File: src/rtl/alu_op_decoder_pkg.sv
`default_nettype none
// ----------------------------------------------------------------------------
// alu_op_decoder_pkg : ALU op codes, RV32I opcodes and decoded-bundle layout
// Rev 1.0
// ----------------------------------------------------------------------------
package alu_op_decoder_pkg;

  localparam int XLEN  = 32;
  localparam int REG_W = 5;
  localparam int ALU_W = 3;

  localparam logic [ALU_W-1:0] ALU_ADD = 3'b000;
  localparam logic [ALU_W-1:0] ALU_SUB = 3'b001;
  localparam logic [ALU_W-1:0] ALU_AND = 3'b010;
  localparam logic [ALU_W-1:0] ALU_OR  = 3'b011;
  localparam logic [ALU_W-1:0] ALU_XOR = 3'b100;
  localparam logic [ALU_W-1:0] ALU_SLT = 3'b101;
  localparam logic [ALU_W-1:0] ALU_SLL = 3'b110;
  localparam logic [ALU_W-1:0] ALU_SRL = 3'b111;

  localparam logic [6:0] OP_R      = 7'b0110011;
  localparam logic [6:0] OP_I      = 7'b0010011;
  localparam logic [6:0] OP_LOAD   = 7'b0000011;
  localparam logic [6:0] OP_STORE  = 7'b0100011;
  localparam logic [6:0] OP_BRANCH = 7'b1100011;

  typedef struct packed {
    logic             illegal;
    logic             is_branch;
    logic             reg_write;
    logic             alu_src_imm;
    logic [ALU_W-1:0] alu_control;
    logic [XLEN-1:0]  imm;
    logic [REG_W-1:0] rs1;
    logic [REG_W-1:0] rs2;
    logic [REG_W-1:0] rd;
  } dec_bundle_t;

  function automatic logic [XLEN-1:0] sext12(input logic [11:0] v);
    return {{(XLEN-12){v[11]}}, v};
  endfunction

endpackage
`default_nettype wire

File: src/rtl/alu_op_decode_comb.sv
`default_nettype none
// ----------------------------------------------------------------------------
// alu_op_decode_comb : pure combinational RV32I instr -> ALU bundle decode
// Rev 1.0
// ----------------------------------------------------------------------------
module alu_op_decode_comb
  import alu_op_decoder_pkg::*;
(
  input  logic [XLEN-1:0] i_instr,
  output dec_bundle_t     o_bundle
);

  logic [6:0]       w_opcode;
  logic [2:0]       w_funct3;
  logic [6:0]       w_funct7;
  logic             w_legal;
  logic [ALU_W-1:0] w_alu;
  logic [XLEN-1:0]  w_imm;
  logic             w_src_imm;
  logic             w_reg_write;
  logic             w_is_branch;
  logic [XLEN-1:0]  w_imm_i;
  logic [XLEN-1:0]  w_imm_s;
  logic [XLEN-1:0]  w_imm_b;

  assign w_opcode = i_instr[6:0];
  assign w_funct3 = i_instr[14:12];
  assign w_funct7 = i_instr[31:25];

  assign w_imm_i = sext12(i_instr[31:20]);
  assign w_imm_s = sext12({i_instr[31:25], i_instr[11:7]});
  assign w_imm_b = {{(XLEN-12){i_instr[31]}}, i_instr[7], i_instr[30:25],
                    i_instr[11:8], 1'b0};

  always_comb begin
    w_legal     = 1'b0;
    w_alu       = ALU_ADD;
    w_imm       = '0;
    w_src_imm   = 1'b0;
    w_reg_write = 1'b0;
    w_is_branch = 1'b0;
    case (w_opcode)
      OP_R: begin
        w_reg_write = 1'b1;
        if (w_funct7 == 7'b0000000) begin
          w_legal = 1'b1;
          case (w_funct3)
            3'b000:  w_alu = ALU_ADD;
            3'b111:  w_alu = ALU_AND;
            3'b110:  w_alu = ALU_OR;
            3'b100:  w_alu = ALU_XOR;
            3'b010:  w_alu = ALU_SLT;
            3'b001:  w_alu = ALU_SLL;
            3'b101:  w_alu = ALU_SRL;
            default: w_legal = 1'b0;
          endcase
        end else if (w_funct7 == 7'b0100000 && w_funct3 == 3'b000) begin
          w_legal = 1'b1;
          w_alu   = ALU_SUB;
        end
      end
      OP_I: begin
        w_reg_write = 1'b1;
        w_src_imm   = 1'b1;
        w_imm       = w_imm_i;
        w_legal     = 1'b1;
        case (w_funct3)
          3'b000:  w_alu = ALU_ADD;
          3'b111:  w_alu = ALU_AND;
          3'b110:  w_alu = ALU_OR;
          3'b100:  w_alu = ALU_XOR;
          3'b010:  w_alu = ALU_SLT;
          3'b001: begin
            w_alu   = ALU_SLL;
            w_legal = (w_funct7 == 7'b0000000);
          end
          3'b101: begin
            w_alu   = ALU_SRL;
            w_legal = (w_funct7 == 7'b0000000);
          end
          default: w_legal = 1'b0;
        endcase
      end
      OP_LOAD: begin
        w_legal     = (w_funct3 == 3'b010);
        w_alu       = ALU_ADD;
        w_imm       = w_imm_i;
        w_src_imm   = 1'b1;
        w_reg_write = 1'b1;
      end
      OP_STORE: begin
        w_legal   = (w_funct3 == 3'b010);
        w_alu     = ALU_ADD;
        w_imm     = w_imm_s;
        w_src_imm = 1'b1;
      end
      OP_BRANCH: begin
        w_is_branch = 1'b1;
        w_imm       = w_imm_b;
        case (w_funct3)
          3'b000, 3'b001: begin
            w_legal = 1'b1;
            w_alu   = ALU_SUB;
          end
          3'b100, 3'b101: begin
            w_legal = 1'b1;
            w_alu   = ALU_SLT;
          end
          default: w_legal = 1'b0;
        endcase
      end
      default: w_legal = 1'b0;
    endcase
  end

  // Illegal encodings carry only the register indices and the flag.
  always_comb begin
    o_bundle     = '0;
    o_bundle.rs1 = i_instr[19:15];
    o_bundle.rs2 = i_instr[24:20];
    o_bundle.rd  = i_instr[11:7];
    if (w_legal) begin
      o_bundle.alu_control = w_alu;
      o_bundle.imm         = w_imm;
      o_bundle.alu_src_imm = w_src_imm;
      o_bundle.reg_write   = w_reg_write;
      o_bundle.is_branch   = w_is_branch;
    end else begin
      o_bundle.illegal = 1'b1;
    end
  end

endmodule
`default_nettype wire

File: src/rtl/alu_op_decoder.sv
`default_nettype none
// ----------------------------------------------------------------------------
// alu_op_decoder : registered RV32I decode stage with skid buffer and counter
// Rev 1.0
// ----------------------------------------------------------------------------
module alu_op_decoder
  import alu_op_decoder_pkg::*;
#(
  parameter int CNT_W = 16
) (
  input  logic                   clk,
  input  logic                   rst_n,
  input  logic                   in_valid,
  output logic                   in_ready,
  input  logic [XLEN-1:0]        instr,
  output logic                   out_valid,
  input  logic                   out_ready,
  output logic [ALU_W-1:0]       alu_control,
  output logic                   alu_src_imm,
  output logic [XLEN-1:0]        imm,
  output logic [REG_W-1:0]       rs1,
  output logic [REG_W-1:0]       rs2,
  output logic [REG_W-1:0]       rd,
  output logic                   reg_write,
  output logic                   is_branch,
  output logic                   illegal,
  output logic [CNT_W-1:0]       illegal_count
);

  typedef enum logic [1:0] {
    ST_EMPTY = 2'd0,
    ST_ONE   = 2'd1,
    ST_FULL  = 2'd2
  } buf_state_t;

  buf_state_t        r_state;
  logic              r_out_valid;
  logic              r_in_ready;
  dec_bundle_t       r_out;
  dec_bundle_t       r_skid;
  logic [CNT_W-1:0]  r_count;

  dec_bundle_t       w_dec;
  logic              w_in_xfer;
  logic              w_out_xfer;

  alu_op_decode_comb u_decode (
    .i_instr  (instr),
    .o_bundle (w_dec)
  );

  assign w_in_xfer  = in_valid & r_in_ready;
  assign w_out_xfer = r_out_valid & out_ready;

  always_ff @(posedge clk or negedge rst_n) begin
    if (!rst_n) begin
      r_state     <= ST_EMPTY;
      r_out_valid <= 1'b0;
      r_in_ready  <= 1'b1;
      r_out       <= '0;
      r_skid      <= '0;
      r_count     <= '0;
    end else begin
      if (w_out_xfer && r_out.illegal && !(&r_count))
        r_count <= r_count + 1'b1;
      case (r_state)
        ST_EMPTY: begin
          if (w_in_xfer) begin
            r_out       <= w_dec;
            r_out_valid <= 1'b1;
            r_state     <= ST_ONE;
          end
        end
        ST_ONE: begin
          if (w_in_xfer && w_out_xfer) begin
            r_out <= w_dec;
          end else if (w_in_xfer) begin
            // Output stalled: park the new bundle and stop accepting.
            r_skid     <= w_dec;
            r_in_ready <= 1'b0;
            r_state    <= ST_FULL;
          end else if (w_out_xfer) begin
            r_out_valid <= 1'b0;
            r_state     <= ST_EMPTY;
          end
        end
        ST_FULL: begin
          if (w_out_xfer) begin
            r_out      <= r_skid;
            r_in_ready <= 1'b1;
            r_state    <= ST_ONE;
          end
        end
        default: begin
          r_state     <= ST_EMPTY;
          r_out_valid <= 1'b0;
          r_in_ready  <= 1'b1;
        end
      endcase
    end
  end

  assign in_ready      = r_in_ready;
  assign out_valid     = r_out_valid;
  assign alu_control   = r_out.alu_control;
  assign alu_src_imm   = r_out.alu_src_imm;
  assign imm           = r_out.imm;
  assign rs1           = r_out.rs1;
  assign rs2           = r_out.rs2;
  assign rd            = r_out.rd;
  assign reg_write     = r_out.reg_write;
  assign is_branch     = r_out.is_branch;
  assign illegal       = r_out.illegal;
  assign illegal_count = r_count;

endmodule
`default_nettype wire

File: config.mk
export PLATFORM = sky130hd
export DESIGN_NAME = alu_op_decoder
export DESIGN_NICKNAME = d
export VERILOG_FILES = /design/src/rtl/alu_op_decoder_pkg.sv /design/src/rtl/alu_op_decode_comb.sv /design/src/rtl/alu_op_decoder.sv
export SDC_FILE = /design/constraint.sdc
export NUM_CORES = 1
export LEC_CHECK = 0
export CORE_MARGIN = 2
export CORE_UTILIZATION = 39
export DETAILED_ROUTE_END_ITERATION = 6
export GPL_TIMING_DRIVEN = 0
export PLACE_DENSITY = 0.66
export REMOVE_ABC_BUFFERS = 1
export SKIP_LAST_GASP = 1
export SYNTH_ARGS = -nofsm -noshare
export SYNTH_HDL_FRONTEND = slang
export SYNTH_SLANG_ARGS = --single-unit
File: constraint.sdc
create_clock -name clk -period 2.5 [get_ports clk]
set_input_delay 0.75 -clock clk [delete_from_list [all_inputs] [get_ports clk]]
set_output_delay 0.75 -clock clk [all_outputs]
set_load 0.03 [all_outputs]
Word level (Yosys, flattened, before mapping)
Index checks and enable logic that the tools add are counted.

Input bits: 36. Word-level logic and storage cells: 111. Output and inout bits: 72. Flip-flop bits (word level): 128.

Reductions and logical operators: 25. Bitwise operators: 5. Equality and inequality tests: 22. Multiplexer cells: 36. Add/sub/neg operators: 1.

Operators by type and width (count): two-way mux 54 bit (3); one-hot mux 54 bit (3 select lines) (1); one-hot mux 32 bit (3 select lines) (1); two-way mux 38 bit (1); == test 7 x 6 -> 1 bit, second input constant (3); one-hot mux 3 bit (6 select lines) (1); adder 16 x 1 -> 16 bit, second input constant (1); two-way mux 1 bit (16); AND reduction 16 bit (1); != test 2 bit, second input constant (7); == test 3 bit, second input constant (4); AND reduction 4 bit (3); two-way mux 2 bit (5); OR reduction 2 bit (5); one-hot mux 3 bit (3 select lines) (1); == test 7 x 2 -> 1 bit, second input constant (1); == test 7 x 5 -> 1 bit, second input constant (1); == test 7 bit, second input constant (1); logical NOT 7 bit (1); OR reduction 7 bit (1); one-hot mux 1 bit (3 select lines) (2); one-hot mux 2 bit (3 select lines) (1); one-hot mux 3 bit (2 select lines) (1); OR reduction 3 bit (2); other kinds (19) (25).

Logic depth before layout (Yosys ltp)
Gate-level depths: netlist of the first run.

Depth after elaboration: 8. Gate-level depth with buffers: 8. Depth with buffers taken out: 7.

Cells and area by module
From an unflattened synthesis of the first run, not the netlist that was laid out.

Cell total of the unflattened synthesis: 480. Area, all modules: 6372.4 sq um.

By module, submodules not included: alu_op_decoder (sequential area each 3204.3 sq um, instances 1, cells each 382, area each 5640.4 sq um); alu_op_decode_comb (sequential area each 0.0 sq um, instances 1, cells each 98, area each 732.0 sq um).

Least setup slack after synthesis of the first run
No wires, ideal clock.

Path kind: in2reg. Start point: in instr[13]. End point: reg r_out, in the netlist alu_control[1]. Setup time: 69 ps. Data arrival time: 2354 ps. Cell stages on the path: 7. Buffers on the path: 1. Path slack: 78 ps. Required time: 2431 ps. Cells stage by stage: buf_6 -> nor2b_1 -> a21bo_2 -> a2111oi_4 -> and3b_1 -> or4_1 -> nand3_1.

Longest elaborated chain between the ends: 8. Elaborated cells between the ends (all ways): 25. Classes of those cells: 6 x eq/ne; 13 x mux; 6 x reduce/logical.

Ends and longest elaborated chain: start, declared (RTL line alu_op_decoder.sv:15) `input logic [XLEN-1:0] instr,`; == test 3 bit (tied with other cells) (RTL line alu_op_decode_comb.sv:47, alu_op_decode_comb.sv:67); OR reduction 7 bit (no source line) / logical AND 1 bit (equally long branches); two-way mux 1 bit, on equally long branches (RTL line alu_op_decode_comb.sv:47, alu_op_decode_comb.sv:57); two-way mux 1 bit (RTL line alu_op_decode_comb.sv:45) `if (w_funct7 == 7'b0000000) begin`; one-hot mux 1 bit (4 select lines) (RTL line alu_op_decode_comb.sv:42) `case (w_opcode)`; two-way mux 38 bit (*) (RTL line alu_op_decode_comb.sv:122) `if (w_legal) begin`; two-way mux 54 bit, on equally long branches (RTL line alu_op_decoder.sv:75, alu_op_decoder.sv:68); one-hot mux 54 bit (3 select lines) (*) (RTL line alu_op_decoder.sv:66) `case (r_state)`; end signal, assigned (RTL line alu_op_decoder.sv:69) `r_out <= w_dec;`; end signal, assigned (RTL line alu_op_decoder.sv:76) `r_out <= w_dec;`; end signal, assigned (RTL line alu_op_decoder.sv:89) `r_out <= r_skid;`; end, declared (RTL line alu_op_decoder.sv:39) `dec_bundle_t r_out;`.

Every way passes the cells marked *; elsewhere a longest branch is shown, timed or not. The select of a mux whose other input is x is not followed. A chain may end at the register's enable or synchronous reset.

Worst setup path in the final report of the first run
Start point: in instr[28]. End point: reg r_out, in the netlist alu_control[1].

Longest elaborated chain between the ends: 8. Elaborated cells between the ends (all ways): 13. Classes of those cells: 1 x eq/ne; 10 x mux; 2 x reduce/logical.

Ends and longest elaborated chain: == test 7 x 6 -> 1 bit (RTL line alu_op_decode_comb.sv:57) `end else if (w_funct7 == 7'b0100000 && w_funct3 == 3'b000) begin`; logical AND 1 bit (RTL line alu_op_decode_comb.sv:57); two-way mux 1 bit (RTL line alu_op_decode_comb.sv:57); two-way mux 1 bit (RTL line alu_op_decode_comb.sv:45); one-hot mux 1 bit (4 select lines) (RTL line alu_op_decode_comb.sv:42); two-way mux 38 bit (*) (RTL line alu_op_decode_comb.sv:122); two-way mux 54 bit, on equally long branches (RTL line alu_op_decoder.sv:75, alu_op_decoder.sv:68); one-hot mux 54 bit (3 select lines) (*) (RTL line alu_op_decoder.sv:66).

Marks and branches as above.

==> results of run 1 <==
-- final cells by class --
cell class	count	share of cell area
flip-flops and latches	90	0.382
multi-input cells	309	0.339
clock inverters	2	0.00593
repair buffers	125	0.216
well taps	140	0.0297
clock buffers	14	0.0275
-- power by group through the flow --
stage	Sequential (uW)	Clock [uW]	Combinational, uW
floorplan	1480	0	25.2
global placement	1480	0	137
detailed placement	1480	0	145
CTS	1450	1030	147
global route	1450	1100	160
finish	1450	1000	145
-- repair_timing --
item,CTS,global route
hold endpoints to repair,0,0
setup buffers,11,2
pin swaps,10,3
resized for setup,35,5
gates cloned,0,1
endpoints found under the setup margin,74,22
-- flip-flops by register name (all words and copies together) (netlist names), 2 cells and up --
register       cells
rs1                5
imm               13
r_skid            35
rd                 5
r_state            2
rs2                5
alu_control        3
illegal_count     16
-- metal layers --
metal  vias to the layer above  global-route usage
li1                       1740                   -
met1                      1769               0.258
met2                        95               0.293
met3                        10              0.0335
met4                         0              0.0750
met5                         -                   0
-- critical path, delay by kind of cell --
kind,cells,cell delay (ns)
buffers and inverters,1,0.29
AO/OA/AOI/OAI,1,0.34
AND/OR/NAND/NOR,5,1.44
-- cell families (layout without fill, tap and decap cells) --
group,Yosys count,after routing,synth area share
and+or+nand+nor,172,172,0.202
adders and majority gates,1,1,0.00285
buffers and inverters,44,141,0.0562
xor gates and xnor gates,14,14,0.0280
AOI/OAI and AO/OA,103,103,0.149
muxes,19,19,0.0485
DFF,90,90,0.514
-- placed cells by master (no fill, tap or decap), drive strengths merged, types with 14 or more instances in the layout --
cell	n
clkbuf	15
dfrtp	89
buf	18
nand3	14
a31oi	18
nor2	37
clkdlybuf4s50	89
o21ai	21
mux2	18
nand2	64
a21oi	36
-- stage by stage --
step / utilization / hold slack (ns)
floorplan: - / 0.440
global placement: 0.495 / 0.453
detailed placement: 0.504 / 0.465
CTS: 0.537 / 0.391
global route: 0.542 / 0.416
finish: 0.542 / 0.384
-- worst max-delay path by stage --
stage          depth (start not counted)              to  startpoint  slack [ns]
6_report                               7  alu_control[1]   instr[28]       -0.02
5_1_grt                                7  alu_control[1]   instr[28]       -0.08
4_1_cts                                6  alu_control[1]    instr[6]       0.007
3_5_place_dp                           7      r_skid[20]    instr[5]       -0.95
3_3_place_gp                           1       r_skid[5]       rst_n       -2.60
2_1_floorplan                          0         imm[12]     imm[30]       -2.13
==> metrics.txt, run 1 <==
status complete, but fails checks; failing checks setup timing; Synth area leader dfrtp_1; worst-path cell chain dlygate4sd2_1 > nor4_4 > nand3b_4 > a2111oi_4 > and3b_2 > or4_1 > nand3_1; maxcap violations 0; reg-to-reg slack, setup roughly 0.21 ns; Finished Layout Cells 680; full die area 12100 um2; Chip Width around 110 um; Root Buffer clkbuf_8; initial drt markers 258; clk sinks 90; post-placement setup slack -0.950 ns; vias in the first global route 3415; DP Wirelength a little over 7 mm; DR vias/cell between 5 and 6; asr flop ratio synth 1.00; H-tree depth 3; clk_skew ~0.0076 ns; Startpoint Class input port; FF/Latch Area ~2300 um2; post-synthesis cell type count 52; routed wire length 10.9 mm; DR DRC count 0; total power roughly 2600 uW; M1 WL 4.90 mm; Slew HR 0.382; post-layout min period 2.52 ns; Placer Congestion just over 0.8; Total Neg Setup Slack -0.0179 ns; Worst-Margin Slew roughly 0.93 ns; drt first pass iters 4; Routed Antenna Nets 0; Synth top area share 0.508; Int Pwr 2040 uW; Placed Area 5490 um2; Worst setup EP type register; PwrDens 441 nW/um2; Sw Share 0.217; Max Slew Vio Count 0; fin area ~5900 um2; Syn. warnings 0; Final nets about 570; Fill cells slightly below 1000; Flop pwr share 0.559; pin count of the biggest net entering global routing 50; met3 wire length 601 um; Routed met2 length 5.22 mm; Post-synth EDFFs 0; combinational share of power 0.056; RSZ-0062 raised after global routing true; switching pwr roughly 570 uW; clock-pin slew on the worst setup and hold paths approximately 0.080 ns; CTS Buf Count 9; Peak VDD IR between 300 and 400 uV; num ports 108; reg2reg path depth 7; Data arrival, critical path about 2.8 ns; via count around 3600; GRT overflow 0; Synth-to-Final Area Change 34.6%; Cell Rows 38; die height around 110 um; Crit Path Category input port to register; commonest cells in the netlist dfrtp_1, nand2_1, nor2_1; fin crit share 1.01; Worst Path Max Fanout 5; register area share after synthesis 0.514; reg-to-reg critical path endpoint illegal_count[9]; ranking of synthesized cells by area dfrtp_1, nand2_1, a21oi_1; R2R Path Start illegal_count[0]; hold-fix buffer count after cts 0; core box area roughly 11000 um2; #FFs+latches synth 90; share of cells above drive strength 1 0.135; Leakage between 0.002 and 0.003 uW; CTS tree done; n_diodes 0; setup ws final -0.0179 ns; All-Layer GR Usage 0.187; multi-input logic area 2000 um2; top-count cell post-synth dfrtp_1; Clock Latency Late Sink between 0.3 and 0.4 ns; drt wl/cell 16.0 um; Hold Crit Class input port to async pin; IO Port Bufs 107; slowest CP cell or4_1; CP required between 2 and 3 ns; mapped cell area about 4400 um2; Clk network pwr share 0.385; final setup fails 1; placed cell count between 600 and 700; cell count after synthesis roughly 440; Top Layer Used met4; maximum root-to-sink buffer count 2; Crit path largest cell delay around 0.5 ns; Starting Density 0.403; fmax approximately 400 MHz; Synth Area per Inst ~10 um2; global-route wire length before repair about 17 mm; Hold Fails Final Rpt 0; Main synth FF type dfrtp_1; initial antenna violation count 0
Power figures use the tool's default switching activity.
==> run 2, diff against run 1 <==
Settings changed: ABC_CLOCK_PERIOD_IN_PS set to 2500.
==> results of run 2 <==
The final DEF is identical to that of run 1; final timing and power are the same.
==> run 3, diff against run 2 <==
--- a/config.mk
+++ b/config.mk
@@ -7,3 +7,3 @@
 export LEC_CHECK = 0
-export ABC_CLOCK_PERIOD_IN_PS = 2500
+export ABC_CLOCK_PERIOD_IN_PS = 2600
 export CORE_MARGIN = 2
==> constraint.sdc (replaced) <==
create_clock -name clk -period 2.6 [get_ports clk]
set_input_delay 0.78 -clock clk [delete_from_list [all_inputs] [get_ports clk]]
set_output_delay 0.78 -clock clk [all_outputs]
set_load 0.005 [all_outputs]
==> metrics.txt, run 3 (synthesis gave the netlist of run 1 again) <==
drt wl/cell 16.1 um (was 16.0 um); total power 2500 uW (was 2600 uW); Startpoint Class input port (unchanged); Routed met2 length 5.24 mm (was 5.22 mm); PwrDens 424 nW/um2 (was 441 nW/um2); worst-path cell chain dlygate4sd2_1 > nor4_4 > nand3b_4 > a2111oi_4 > and3b_2 > or4_1 > nand3_1 (unchanged); post-layout min period approximately 2.5 ns; GRT overflow 0 (unchanged); hold_ws 0.413 ns (was 0.384 ns); commonest non-fill, non-tap cells in the layout clkdlybuf4s50_1, dfrtp_1, nand2_1, nor2_1, a21oi_1 (unchanged); Biggest register r_skid (unchanged); clk sinks 90 (unchanged); Clock Latency Late Sink 0.35 ns (about the same); Leakage 0.00258 uW (was 0.00260 uW); clk_skew 0.00711 ns (was 0.00756 ns); routed wire length 10.9 mm (about the same); All-Layer GR Usage 0.187 (about the same); reg-to-reg slack, setup 0.31 ns (was 0.21 ns); Cell Rows 38 (unchanged); initial antenna violation count 0 (unchanged); DP Wirelength 7.14 mm (unchanged); Crit Path Category input port to register (unchanged); H-tree depth 3 (unchanged); CTS Buf Count 9 (unchanged); Top Layer Used met4 (unchanged); DR vias/cell 5.36 (was 5.31); CTS tree done (unchanged); maxcap violations 0 (unchanged); fin crit share 0.975; IO Port Bufs 107 (unchanged); hold-fix buffer count after cts 0 (unchanged); CP required 2.89 ns (was 2.79 ns); reg2reg path depth 7 (unchanged); reg-to-reg critical path endpoint illegal_count[9] (unchanged); DR DRC count 0 (unchanged); setup ws final 0.0660 ns (was -0.0179 ns); Hold Crit Class input port to async pin (unchanged); Worst Path Max Fanout 5 (unchanged); Data arrival, critical path 2.83 ns (was 2.81 ns); final setup fails 0 (was 1); Crit path largest cell delay 0.51 ns (about the same); global-route wire length before repair 17.4 mm (about the same); clock-pin slew on the worst setup and hold paths 0.08 ns (about the same); core box area 10900 um2 (unchanged); slowest CP cell or4_1 (unchanged); M1 WL 4.84 mm (was 4.90 mm); Worst Setup EP alu_control[1] (unchanged); die height 110 um (unchanged); Finished Layout Cells 677 (was 680); vias in the first global route 3400 (was 3415); post-placement setup slack -0.880 ns (was -0.950 ns); initial drt markers 221 (was 258); n_diodes 0 (unchanged); Critical path origin instr[28] (unchanged); Fill cells 979 (was 971); share of cells above drive strength 1 0.127 (was 0.135); Final nets 569 (was 572); max FFs per register 35 (unchanged); pin count of the biggest net entering global routing 50 (unchanged); full die area 12100 um2 (unchanged); fin area 5900 um2 (was 5910 um2); Synth-to-Final Area Change 34.5% (was 34.6%); Worst setup EP type register (unchanged); fmax 395 MHz; Worst-Margin Slew 0.931 ns (was 0.925 ns); commonest non-fill, non-tap cell in the layout clkdlybuf4s50_1 (unchanged); Placed Area 5490 um2 (unchanged); num ports 108 (unchanged); R2R Path Start illegal_count[0] (unchanged); Root Buffer clkbuf_8 (unchanged); Routed Antenna Nets 0 (unchanged); status complete, no violations (was complete, but fails checks); drt first pass iters 4 (unchanged); Hold Fails Final Rpt 0 (unchanged); maximum root-to-sink buffer count 2 (unchanged); met3 wire length 654 um (was 601 um); Chip Width 110 um (unchanged); Starting Density 0.403 (unchanged); via count 3629 (was 3614); Slew HR 0.378 (was 0.382); Placer Congestion 0.818 (unchanged); Peak VDD IR 307 uV (was 320 uV); placed cell count 650 (unchanged); Max Slew Vio Count 0 (unchanged)
## run 3: cell types whose count changed in the layout (fill, tap and decap cells not counted), sizes merged
| cell | before | now |
|---|---|---|
| dlymetal6s2s | 4 | 5 |
| clkdlybuf4s50 | 89 | 91 |
| buf | 18 | 15 |
| dlygate4sd2 | 13 | 10 |
## run 3: worst min-delay path by stage
| stage | end | slack (ns) |
|---|---|---|
| floorplan | r_skid[15] | 0.44 |
| global placement | r_skid[15] | 0.45 |
| detailed placement | r_skid[48] | 0.47 |
| CTS | illegal_count[9] | 0.42 |
| global route | illegal_count[9] | 0.45 |
| finish | illegal_count[9] | 0.41 |
## run 3: stage by stage
| step | utilization | TNS, ns |
|---|---|---|
| after floorplan | - | -3.94 |
| after global placement | 0.495 | -309.31 |
| after detailed placement | 0.504 | -39.01 |
| after CTS | 0.535 | -0.0968 |
| after global routing | 0.542 | -0.00378 |
| final | 0.542 | 0 |
## run 3: per-layer routing
layer  up-vias  GRT usage
met5         -          0
met4         0     0.0732
met3        10     0.0335
met2       103      0.292
met1      1777      0.257
li1       1739          -
## run 3: layout make-up
class	count	area, um2	area share
flip-flops and latches	90	2250	0.382
repair buffers	122	1270	0.215
clock buffers	14	163	0.0276
clock inverters	2	35.0	0.00594
multi-input cells	309	2000	0.339
well taps	140	175	0.0297
## run 3: repair_timing
| action | in CTS | in global routing |
|---|---|---|
| resized for setup | 26 | 10 |
| gates cloned | 0 | 1 |
| buffers inserted | 8 | 2 |
| setup endpoints to repair | 53 | 17 |
| pin swaps | 7 | 2 |
## run 3: worst max-delay path, delay by kind of cell
kind	cells	cell delay [ns]
buffers and inverters	1	0.29
and+or+nand+nor	5	1.43
AOI/OAI and AO/OA	1	0.32
## run 3: power by group
group,internal [uW],switching [uW]
Clock,498,466
Combinational,64.2,77.2
Sequential,1400,0
Total,1960,543
